===== src/rtl/branch_unit_bht_if.sv =====
// branch_unit_bht_if: EX resolve, IF lookup and result/perf bundle for branch_unit_bht
interface branch_unit_bht_if #(parameter int XLEN = 32, parameter int CNT_W = 32);
  logic [XLEN-1:0]  if_pc;
  logic             if_pred_taken;
  logic             ex_valid;
  logic             ex_stall;
  logic [XLEN-1:0]  ex_pc;
  logic [2:0]       ex_b_control;
  logic [XLEN-1:0]  ex_r1;
  logic [XLEN-1:0]  ex_r2;
  logic             ex_pred_taken;
  logic             res_valid;
  logic             branch_sel;
  logic             mispredict;
  logic [CNT_W-1:0] branch_count;
  logic [CNT_W-1:0] mispredict_count;
  modport master (
    output if_pc, ex_valid, ex_stall, ex_pc, ex_b_control, ex_r1, ex_r2, ex_pred_taken,
    input  if_pred_taken, res_valid, branch_sel, mispredict, branch_count, mispredict_count
  );
  modport slave (
    input  if_pc, ex_valid, ex_stall, ex_pc, ex_b_control, ex_r1, ex_r2, ex_pred_taken,
    output if_pred_taken, res_valid, branch_sel, mispredict, branch_count, mispredict_count
  );
endinterface


===== src/rtl/branch_unit_bht.sv =====
// branch_unit_bht: registered RV32I branch resolve with a 2-bit-counter BHT and mispredict/branch perf counters
module branch_unit_bht #(
  parameter int XLEN        = 32,
  parameter int BHT_ENTRIES = 64,
  parameter int CNT_W       = 32
) (
  input logic clk,
  input logic rst,
  branch_unit_bht_if.slave bus
);
  localparam int IW = $clog2(BHT_ENTRIES);
  logic [1:0]       r_bht [BHT_ENTRIES];
  logic             r_res_valid, r_branch_sel, r_mispredict;
  logic [CNT_W-1:0] r_branch_count, r_mispredict_count;
  logic [IW-1:0]    w_if_idx, w_ex_idx;
  logic [2:0]       w_c;
  logic [1:0]       w_ctr, w_ctr_nxt;
  logic             w_eq, w_lt, w_ltu, w_cond, w_cond_br, w_mis, w_unused;
  assign w_c       = bus.ex_b_control;
  assign w_if_idx  = bus.if_pc[IW+1:2];
  assign w_ex_idx  = bus.ex_pc[IW+1:2];
  assign w_eq      = bus.ex_r1 == bus.ex_r2;
  assign w_lt      = $signed(bus.ex_r1) < $signed(bus.ex_r2);
  assign w_ltu     = bus.ex_r1 < bus.ex_r2;
  assign w_cond    = w_c == 3'd1 ? w_eq :
                     w_c == 3'd2 ? !w_eq :
                     w_c == 3'd3 ? w_lt :
                     w_c == 3'd4 ? !w_lt :
                     w_c == 3'd5 ? w_ltu :
                     w_c == 3'd6 ? !w_ltu : w_c == 3'd7;
  assign w_cond_br = w_c != 3'd0 && w_c != 3'd7;
  assign w_mis     = w_c != 3'd0 && w_cond != bus.ex_pred_taken;
  assign w_ctr     = r_bht[w_ex_idx];
  assign w_ctr_nxt = w_cond ? (w_ctr == 2'b11 ? 2'b11 : w_ctr + 2'd1)
                            : (w_ctr == 2'b00 ? 2'b00 : w_ctr - 2'd1);
  assign w_unused  = &{1'b0, bus.if_pc, bus.ex_pc};
  // lookup reads the array before this edge's training write lands
  assign bus.if_pred_taken    = r_bht[w_if_idx][1];
  assign bus.res_valid        = r_res_valid;
  assign bus.branch_sel       = r_branch_sel;
  assign bus.mispredict       = r_mispredict;
  assign bus.branch_count     = r_branch_count;
  assign bus.mispredict_count = r_mispredict_count;
  always_ff @(posedge clk) begin
    if (rst) begin
      for (int i = 0; i < BHT_ENTRIES; i++) r_bht[i] <= 2'b01;
      r_res_valid        <= 1'b0;
      r_branch_sel       <= 1'b0;
      r_mispredict       <= 1'b0;
      r_branch_count     <= '0;
      r_mispredict_count <= '0;
    end else if (!bus.ex_stall) begin
      r_res_valid  <= bus.ex_valid;
      r_branch_sel <= bus.ex_valid && w_cond;
      r_mispredict <= bus.ex_valid && w_mis;
      if (bus.ex_valid && w_cond_br) begin
        r_bht[w_ex_idx] <= w_ctr_nxt;
        r_branch_count  <= r_branch_count + CNT_W'(1);
        if (w_mis) r_mispredict_count <= r_mispredict_count + CNT_W'(1);
      end
    end
  end
endmodule


===== src/flat_wrapper.sv =====
// flat-port wrapper written by rule: the top's interface ports become plain ports
module branch_unit_bht_flat 
#(
  parameter int XLEN        = 32,
  parameter int BHT_ENTRIES = 64,
  parameter int CNT_W       = 32
)
  (clk, rst, bus_if_pc, bus_ex_valid, bus_ex_stall, bus_ex_pc, bus_ex_b_control, bus_ex_r1, bus_ex_r2, bus_ex_pred_taken, bus_if_pred_taken, bus_res_valid, bus_branch_sel, bus_mispredict, bus_branch_count, bus_mispredict_count);
  branch_unit_bht_if #(.XLEN(XLEN), .CNT_W(CNT_W)) bus_i ();
  input logic clk;
  input logic rst;
  input wire logic [$bits(bus_i.if_pc)-1:0] bus_if_pc;
  input wire logic [$bits(bus_i.ex_valid)-1:0] bus_ex_valid;
  input wire logic [$bits(bus_i.ex_stall)-1:0] bus_ex_stall;
  input wire logic [$bits(bus_i.ex_pc)-1:0] bus_ex_pc;
  input wire logic [$bits(bus_i.ex_b_control)-1:0] bus_ex_b_control;
  input wire logic [$bits(bus_i.ex_r1)-1:0] bus_ex_r1;
  input wire logic [$bits(bus_i.ex_r2)-1:0] bus_ex_r2;
  input wire logic [$bits(bus_i.ex_pred_taken)-1:0] bus_ex_pred_taken;
  output wire logic [$bits(bus_i.if_pred_taken)-1:0] bus_if_pred_taken;
  output wire logic [$bits(bus_i.res_valid)-1:0] bus_res_valid;
  output wire logic [$bits(bus_i.branch_sel)-1:0] bus_branch_sel;
  output wire logic [$bits(bus_i.mispredict)-1:0] bus_mispredict;
  output wire logic [$bits(bus_i.branch_count)-1:0] bus_branch_count;
  output wire logic [$bits(bus_i.mispredict_count)-1:0] bus_mispredict_count;
  assign bus_i.if_pc = bus_if_pc;
  assign bus_i.ex_valid = bus_ex_valid;
  assign bus_i.ex_stall = bus_ex_stall;
  assign bus_i.ex_pc = bus_ex_pc;
  assign bus_i.ex_b_control = bus_ex_b_control;
  assign bus_i.ex_r1 = bus_ex_r1;
  assign bus_i.ex_r2 = bus_ex_r2;
  assign bus_i.ex_pred_taken = bus_ex_pred_taken;
  assign bus_if_pred_taken = bus_i.if_pred_taken;
  assign bus_res_valid = bus_i.res_valid;
  assign bus_branch_sel = bus_i.branch_sel;
  assign bus_mispredict = bus_i.mispredict;
  assign bus_branch_count = bus_i.branch_count;
  assign bus_mispredict_count = bus_i.mispredict_count;
  branch_unit_bht #(.XLEN(XLEN), .BHT_ENTRIES(BHT_ENTRIES), .CNT_W(CNT_W)) u_core (.clk(clk), .rst(rst), .bus(bus_i));
endmodule

===== config.mk =====
export PLATFORM = sky130hd
export DESIGN_NAME = branch_unit_bht_flat
export DESIGN_NICKNAME = d
export VERILOG_FILES = /design/src/rtl/branch_unit_bht_if.sv /design/src/rtl/branch_unit_bht.sv /design/src/flat_wrapper.sv
export SDC_FILE = /design/constraint.sdc
export NUM_CORES = 1
export LEC_CHECK = 0
export CAP_MARGIN = 20
export CORE_MARGIN = 3
export CORE_UTILIZATION = 45
export DETAILED_ROUTE_END_ITERATION = 10
export PLACE_DENSITY = 0.71
export SYNTH_ARGS = -nofsm -noshare
export SYNTH_HDL_FRONTEND = slang
export SYNTH_SLANG_ARGS = --single-unit

===== constraint.sdc =====
create_clock -name clk -period 10.7 [get_ports clk]
set_clock_uncertainty 0.2 [all_clocks]
set_input_delay 1.605 -clock clk [delete_from_list [all_inputs] [get_ports clk]]
set_output_delay 1.605 -clock clk [all_outputs]
set_load 0.01 [all_outputs]

==> metrics, run 1 <==
# resized after CTS 0; FF/Latch Area 5180 µm²; first-pass GRT wire length 47.3 mm; clk slew on worst S/H paths 0.07 ns; minimum clock period 6.52 ns; Synth Instances 1,098; max frequency 153 MHz; status finished, final reports clean; Placed Cells 1,503; Die Span Y 161 µm; htree depth 4; DR WL/cell 19.5 µm; Mean Syn Cell Area 9.89 µm²; vias in the first global route 8,739; PwrDens 128 nW/µm²; max cap viols 0; io pins 204; Final Net Count 1,374; GR Overflow Total 0; final period utilization 0.609; Synth cell types 67; Multi-input gate area 5180 µm²; starting density of the core 0.460; RSZ-0062 raised after global routing no; Iteration-0 DRC Markers 1,040; Core ar. 23,600 µm²; DR pass1 iterations 7; worst vdd ir 0.105 mV; sw power 0.465 mW; drt drc 0; routability congestion estimate 0.874; worst skew pair latency 0.44 ns; asr flop ratio synth 0; IO Port Bufs 151; WS Path Type in2out; CP Data Required Time 8.90 ns; Mapped Nets 1,268; Top FF cell, synth edfxtp_1; Post-synth EDFFs 128; post-DP HPWL 20.1 mm; # setup viols final 0; total number of vias 9,226; largest net degree at the start of global routing 72; die area 26,000 µm²; FP Rows 56; Clock Path Buffers 2; Switching Share 0.277; Netlist Area Pre-Place 10,900 µm²; Clock Tree Root clkbuf_16; hold crit path type reg2reg; post-route ant nets 0; worst-margin pin slew 1.07 ns; Synth-to-Final Area Change 20.8%; critical path capture point type primary output; Pleak 4.30 nW; post-synthesis sequential area ratio 0.477; TritonCTS Sinks 195; commonest non-fill, non-tap cells in the layout 147 x clkdlybuf4s50_1, 128 x edfxtp_1, 108 x nor2_1; Post-Route WL 29.9 mm; crit path max fanout 16; Critical Path AT 4.71 ns; flop and latch count out of synthesis 195; Filler cells 2,111; Clk pwr share 0.379; Vias/cell 6.00; Warnings, synthesis 0; critical path startpoint category input pin; setup repair bufs after CTS 0; most common cell after layout, fill and taps aside clkdlybuf4s50_1; Final Max Slew Viols 0; share of cells above drive strength 1 0.0879; Die X 161 µm; CTS tree yes; hold_buf cts 0; final cell count without fillers 1,537; antenna violations before repair 0; clock buffer count from CTS 17; normalized max-slew margin 0.287; register share of total power 0.486; setup TNS 0 ns; GR Util All Layers 0.228; fin util 0.556; Final Hold Fails 0; P_int 1.22 mW; part of the power in combinational logic 0.135
power by group through the flow:
stage	Combinational, mW	Sequential (mW)	Clock (mW)
after floorplan	0.143	0.831	0
after global placement	0.221	0.833	0
after detailed placement	0.225	0.834	0
after CTS	0.225	0.817	0.644
after global routing	0.245	0.818	0.677
final	0.227	0.817	0.637
Yosys cell counts, types with 9 or more instances:
| master | number | share of area |
|---|---|---|
| o21ai_0 | 65 | 0.030 |
| a221oi_1 | 12 | 0.0097 |
| a22oi_1 | 10 | 0.0069 |
| nor4_1 | 18 | 0.010 |
| nor2_1 | 108 | 0.037 |
| mux2i_1 | 15 | 0.014 |
| dfxtp_1 | 67 | 0.12 |
| nand2_1 | 100 | 0.035 |
| buf_2 | 9 | 0.0041 |
| edfxtp_1 | 128 | 0.35 |
| nor3_1 | 59 | 0.027 |
| mux2_2 | 9 | 0.0093 |
| and3_1 | 16 | 0.0092 |
| or3_1 | 12 | 0.0069 |
| inv_1 | 51 | 0.018 |
| nand4_1 | 19 | 0.011 |
| mux4_2 | 33 | 0.068 |
| buf_1 | 21 | 0.0073 |
| and2_1 | 9 | 0.0052 |
| xor2_1 | 16 | 0.013 |
| clkbuf_1 | 45 | 0.016 |
| a21oi_1 | 53 | 0.024 |
| nand3_1 | 83 | 0.038 |
| ha_1 | 34 | 0.039 |
| xnor2_1 | 23 | 0.019 |
per-stage QoR:
stage	total power [mW]	area (µm²)	worst slack, ns	hold WS, ns
floorplan	0.975	10900	4.85	0.281
global placement	1.05	12500	4.29	0.244
detailed placement	1.06	12500	4.22	0.270
CTS	1.69	13100	4.23	0.283
global route	1.74	13100	4.15	0.299
finish	1.68	13100	4.18	0.279
path summary, 6_finish.rpt:
| kind | start | to | slack [ns] | depth (start not counted) |
|---|---|---|---|---|
| worst max-delay path | bus_if_pc[3] | bus_if_pred_taken | 4.18 | 5 |
| worst min-delay path | u_core.bus.res_valid | u_core.bus.res_valid | 0.28 | 2 |
| worst max register to register | u_core.r_bht[22][1] | u_core.r_bht[10][0] | 7.04 | 9 |
| worst min register to register | u_core.bus.res_valid | u_core.bus.res_valid | 0.28 | 2 |
state kept, by name, summed over array words and instances, names as in the netlist:
name and count:
u_core.bus.branch_count 32, u_core.bus.branch_sel 1, u_core.bus.mispredict 1, u_core.bus.mispredict_count 32
u_core.bus.res_valid 1, u_core.r_bht 128
critical path, cell delays in order:
cell and delay (ns):
clkdlybuf4s50_1 1.17, mux4_2 0.48, mux4_2 0.50, mux4_2 0.46
clkdlybuf4s50_1 0.49
metal layers:
layer / GRT usage / share of wire / up-vias
met5: 0 / 0 / -
met4: 0.0610 / 0.020 / 0
met3: 0.0639 / 0.099 / 55
met2: 0.362 / 0.47 / 476
met1: 0.310 / 0.41 / 4440
li1: - / - / 4255
layout make-up:
class	instances	share of cell area
Sequential cell	195	0.395
Multi-Input combinational cell	774	0.395
Timing Repair Buffer	163	0.120
Clock buffer	17	0.0324
Tap cell	319	0.0304
Inverter	53	0.0152
Clock inverter	15	0.0115
Antenna cell	1	0.000191
logic make-up after synthesis:
family / Yosys count / share of synthesized area
XOR/XNOR: 39 / 0.0315
buffers and inverters: 129 / 0.0463
adder cells (fa/ha/maj): 36 / 0.0410
flip-flops: 195 / 0.477
AND/OR/NAND/NOR: 458 / 0.205
multiplexers: 57 / 0.0916
AO/OA/AOI/OAI: 184 / 0.107
No activity file was read; power rests on OpenSTA's default activity.
==> run 2: changes to the inputs <==
==> constraint.sdc (replaced) <==
create_clock -name clk -period 6.8 [get_ports clk]
set_clock_uncertainty 0.2 [all_clocks]
set_input_delay 1.02 -clock clk [delete_from_list [all_inputs] [get_ports clk]]
set_output_delay 1.02 -clock clk [all_outputs]
set_load 0.01 [all_outputs]
==> run 2 against run 1 <==
Design area increased by 0.34%. Die area unchanged. Routed wire length decreased by 0.94%. Worst hold slack got worse by 0.015 ns. Clock power increased by 57%. Worst setup slack got worse by 2.7 ns. Non-clock buffer count increased by 2. Highest routed layer unchanged. Sequential power increased by 57%. Clock-buffer cell count unchanged. Largest cell class unchanged. Global-route usage increased by 0.12 points.
==> metrics, run 2 (synthesis gave the netlist of run 1 again) <==
post-DP HPWL 20.3 mm; critical path capture point type primary output; Switching Share 0.277; CP Cell Sequence clkdlybuf4s50_1 > mux4_2 > mux4_2 > mux4_2 > clkdlybuf4s50_1; reg2reg path depth 9; post-route ant nets 0; commonest non-fill, non-tap cells in the layout 147 x clkdlybuf4s50_1, 128 x edfxtp_1, 108 x nor2_1; clk slew on worst S/H paths 0.07 ns; Post-Route WL 29.6 mm; most common cell after layout, fill and taps aside clkdlybuf4s50_1; PwrDens 202 nW/µm²; fin util 0.558; starting density of the core 0.460; slowest cell delay on critical path 1.14 ns; # setup viols final 0; sw power 0.735 mW; share of cells above drive strength 1 0.0894; worst-margin pin slew 1.05 ns; max reg flops 128; TritonCTS Sinks 195; part of the power in combinational logic 0.137; Crit path top cell by count mux4_2; IO Port Bufs 151; htree depth 4; Vias/cell 5.97; minimum clock period 5.31 ns; hold_buf cts 0; Clk pwr share 0.379; worst skew pair latency 0.45 ns; Final Hold Fails 0; io pins 204; final period utilization 0.781; crit path max fanout 16; max cap viols 0; reg-to-reg slack, setup 3.13 ns; Critical Path AT 4.09 ns; hold crit path type reg2reg; normalized max-slew margin 0.294; FF/Latch Area 5180 µm²; capturing point of the worst reg2reg path u_core.r_bht[22][0]; setup repair bufs after CTS 0; setup TNS 0 ns; CTS tree yes; Final Max Slew Viols 0; Die Span Y 161 µm; Filler cells 2,066; first-pass GRT wire length 47.6 mm; largest net degree at the start of global routing 71; critical path startpoint category input pin; DR pass1 iterations 5; die area 26,000 µm²; Clock Tree Root clkbuf_16; Final Net Count 1,376; most flop-heavy register u_core.r_bht; FF-to-FF Start u_core.r_bht[29][1]; Iteration-0 DRC Markers 999; # resized after CTS 0; WS Path Type in2out; Hold Crit Depth 2; total number of vias 9,178; dpl ws 1.54 ns; max frequency 188 MHz; DR WL/cell 19.3 µm; Pleak 4.31 nW; Multi-input gate area 5180 µm²; vias in the first global route 9,053; antenna violations before repair 0; RSZ-0062 raised after global routing no; PnR worst setup slack 1.49 ns; Core ar. 23,600 µm²; CP Data Required Time 5.58 ns; P_int 1.92 mW; slowest stage cell on the critical path clkdlybuf4s50_1; GR Overflow Total 0; status finished, final reports clean; routability congestion estimate 0.887; clock buffer count from CTS 17; worst vdd ir 0.145 mV; Clock Path Buffers 2; Synth-to-Final Area Change 21.2%; register share of total power 0.484; FP Rows 56; hold wc startpoint u_core.bus.res_valid; drt drc 0; GR Util All Layers 0.229; Die X 161 µm; WHS Endpoint u_core.bus.res_valid; diode count 0
-- run 2: cell types whose count changed in the layout (fill, tap and decap cells not counted), sizes merged --
cell / before / now
buf: 15 / 17
clkinv: 5 / 8
inv: 62 / 58
diode: 1 / 0
clkinvlp: 0 / 1
-- run 2: how the worst max path moves through the flow --
stage,start,endpoint,slack [ns],cells after the start
finish,bus_if_pc[3],bus_if_pred_taken,1.49,5
global route,bus_if_pc[3],bus_if_pred_taken,1.45,5
CTS,bus_if_pc[3],bus_if_pred_taken,1.55,5
detailed placement,bus_if_pc[3],bus_if_pred_taken,1.54,5
global placement,bus_if_pc[3],bus_if_pred_taken,1.56,5
floorplan,bus_if_pc[2],bus_if_pred_taken,2.12,5
-- run 2: layer usage --
layer | GRT usage | wire length, µm | vias to the layer above
li1 | - | - | 4272
met1 | 0.309 | 11900 | 4341
met2 | 0.364 | 13700 | 489
met3 | 0.0567 | 3310 | 76
met4 | 0.0778 | 777 | 0
met5 | 0 | 0 | -
-- run 2: final cells by class --
cell class	count	area share
Sequential cell	195	0.394
Multi-Input combinational cell	774	0.393
Timing Repair Buffer	165	0.123
Clock buffer	17	0.0323
Tap cell	319	0.0303
Inverter	53	0.0151
Clock inverter	15	0.0121
-- run 2: stage by stage --
step                hold WS [ns]  total power, mW  cells  area, µm²
detailed placement         0.249             1.67   1505      12600
finish                     0.263             2.65   1538      13200
floorplan                  0.281             1.53   1098      10900
global route               0.276             2.74   1538      13200
global placement           0.242             1.67   1505      12600
CTS                        0.263             2.65   1537      13200
-- run 2: critical path, delay by kind of cell --
family   cells  cell delay (ns)
buf+inv      2             1.63
mux          3             1.44
-- run 2: power groups by stage --
stage | Clock (mW) | Combinational, mW | Sequential (mW)
2_1_floorplan | 0 | 0.226 | 1.31
3_3_place_gp | 0 | 0.356 | 1.31
3_5_place_dp | 0 | 0.361 | 1.31
4_1_cts | 1.01 | 0.362 | 1.28
5_1_grt | 1.06 | 0.395 | 1.29
6_report | 1.00 | 0.365 | 1.28
==> run 3: changes to the inputs <==
--- a/config.mk
+++ b/config.mk
@@ -9,7 +9,7 @@
 export CORE_MARGIN = 3
 export CORE_UTILIZATION = 45
 export DETAILED_ROUTE_END_ITERATION = 10
-export PLACE_DENSITY = 0.71
+export PLACE_DENSITY = 0.73
 export SYNTH_ARGS = -nofsm -noshare
 export SYNTH_HDL_FRONTEND = slang
 export SYNTH_SLANG_ARGS = --single-unit
==> constraint.sdc (replaced) <==
create_clock -name clk -period 4.34 [get_ports clk]
set_clock_uncertainty 0.2 [all_clocks]
set_input_delay 0.651 -clock clk [delete_from_list [all_inputs] [get_ports clk]]
set_output_delay 0.651 -clock clk [all_outputs]
set_load 0.01 [all_outputs]
==> run 3 against run 2 <==
Worst hold slack got worse by 0.0048 ns. Die area unchanged. Core utilization is 1.5 points higher. Design area grew 2.7%. Global-route usage up 0.49 points. Power grew 58%. Combinational power rose by 71%. Cell count up 2.3%. Non-clock buffer count rose by 36. Critical path depth up 1. Highest routed layer is now met5.
==> metrics, run 3 (synthesis gave the netlist of run 1 again) <==
GR Util All Layers 0.234; clock buffer count from CTS 17; Iteration-0 DRC Markers 996; io pins 204; Post-Route WL 30.4 mm; FP Rows 56; starting density of the core 0.460; crit path max fanout 10; RSZ-0062 raised after global routing no; share of cells above drive strength 1 0.115; max cap viols 0; Clock Path Buffers 2; worst skew pair latency 0.45 ns; Top Family by Delay on Critical Path multiplexers; Multi-input gate area 5180 µm²; hold_buf cts 0; vias in the first global route 9,180; commonest non-fill, non-tap cells in the layout 147 x clkdlybuf4s50_1, 128 x edfxtp_1, 108 x nor2_1; normalized max-slew margin 0.472; die area 26,000 µm²; Hold Crit Depth 2; Clock Tree Root clkbuf_16; fin util 0.573; first-pass GRT wire length 48.6 mm; htree depth 4; FF-to-FF Start u_core.r_bht[24][1]; reg2reg path depth 9; worst vdd ir 0.286 mV; setup repair bufs after CTS 0; Die X 161 µm; CP Cell Sequence clkdlybuf4s50_1 > buf_12 > mux4_2 > mux4_2 > mux4_2 > clkdlybuf4s50_1; post-route ant nets 0; DR pass1 iterations 5; diode count 0; Overall Power 4.21 mW; post-DP HPWL 21.5 mm; final period utilization 0.975; # resized after CTS 0; hold wc startpoint u_core.bus.res_valid; Crit path top cell by count mux4_2; max reg flops 128; total number of vias 9,293; DR WL/cell 19.3 µm; # setup viols final 0; Synth-to-Final Area Change 24.5%; most flop-heavy register u_core.r_bht; WS Path Type in2out; clk slew on worst S/H paths 0.07 ns; minimum clock period 4.23 ns; Final Hold Fails 0; most common cell after layout, fill and taps aside clkdlybuf4s50_1; worst-margin pin slew 0.789 ns; PwrDens 311 nW/µm²; TritonCTS Sinks 195; Worst Hold Slack 0.259 ns; Final Max Slew Viols 0; Die Span Y 161 µm; Critical Path AT 3.38 ns; CP Data Required Time 3.49 ns; antenna violations before repair 1; Filler cells 2,055; critical path capture point type primary output; max frequency 236 MHz; reg-to-reg slack, setup 1.11 ns; critical path startpoint category input pin; Vias/cell 5.90; IO Port Bufs 151; WHS Endpoint u_core.bus.res_valid; crit path buf inv count 3; slowest cell delay on critical path 0.56 ns; FF/Latch Area 5180 µm²; drt drc 0; largest net degree at the start of global routing 71; Crit. Startpoint bus_if_pc[2]; Core ar. 23,600 µm²; hold crit path type reg2reg; CTS tree yes; Pleak 4.52 nW; GR Overflow Total 0; status finished, final reports clean; capturing point of the worst reg2reg path u_core.r_bht[22][0]; slowest stage cell on the critical path mux4_2; Final Net Count 1,412; routability congestion estimate 0.894
[run 3: cell types whose count changed in the layout (fill, tap and decap cells not counted), sizes merged]
cell / previous run / this run
buf: 17 / 54
bufinv: 1 / 0
clkinv: 8 / 6
inv: 58 / 60
[run 3: worst max-delay path by stage]
| stage | slack [ns] | endpoint | depth (start not counted) |
|---|---|---|---|
| after floorplan | 0.40 | bus_if_pred_taken | 5 |
| after global placement | 0.03 | u_core.bus.mispredict_count[22] | 13 |
| after detailed placement | -0.02 | u_core.bus.mispredict_count[22] | 13 |
| after CTS | 0.07 | bus_if_pred_taken | 6 |
| after global routing | 0.04 | bus_if_pred_taken | 6 |
| final | 0.11 | bus_if_pred_taken | 6 |
[run 3: worst register-to-register path: cells and delay by family (launching register included)]
family                     cells  cell delay, ns
adders and majority gates      1            0.38
muxes                          2            0.73
AOI/OAI and AO/OA              4            0.87
DFF                            1            0.43
buffers and inverters          1            0.22
and+or+nand+nor                1            0.12
[run 3: cell type report]
type,instances,area share
Clock buffer,18,0.0317
Multi-Input combinational cell,774,0.383
Timing Repair Buffer,201,0.146
Tap cell,319,0.0295
Inverter,53,0.0147
Sequential cell,195,0.383
Clock inverter,14,0.0114
[run 3: routing by layer]
| metal | part of all wire | global-route usage | up-vias |
|---|---|---|---|
| met5 | 0.00043 | 0 | - |
| met4 | 0.019 | 0.0661 | 2 |
| met3 | 0.11 | 0.0695 | 54 |
| met2 | 0.47 | 0.379 | 469 |
| met1 | 0.40 | 0.307 | 4431 |
| li1 | - | - | 4337 |
[run 3: metrics by stage]
stage	setup WS, ns	area [µm²]	TNS [ns]	std cells
detailed placement	-0.0217	12900	-0.0420	1542
CTS	0.0684	13500	0	1574
global route	0.0434	13500	0	1574
global placement	0.0286	12900	0	1542
floorplan	0.398	10900	0	1098
finish	0.109	13500	0	1574
[run 3: power by group]
part | total, mW | leakage [nW] | switching [mW] | internal (mW)
clock | 1.57 | 0.282 | 0.794 | 0.774
sequential | 2.01 | 1.65 | 0.0191 | 2.00
combinational | 0.624 | 2.59 | 0.362 | 0.262
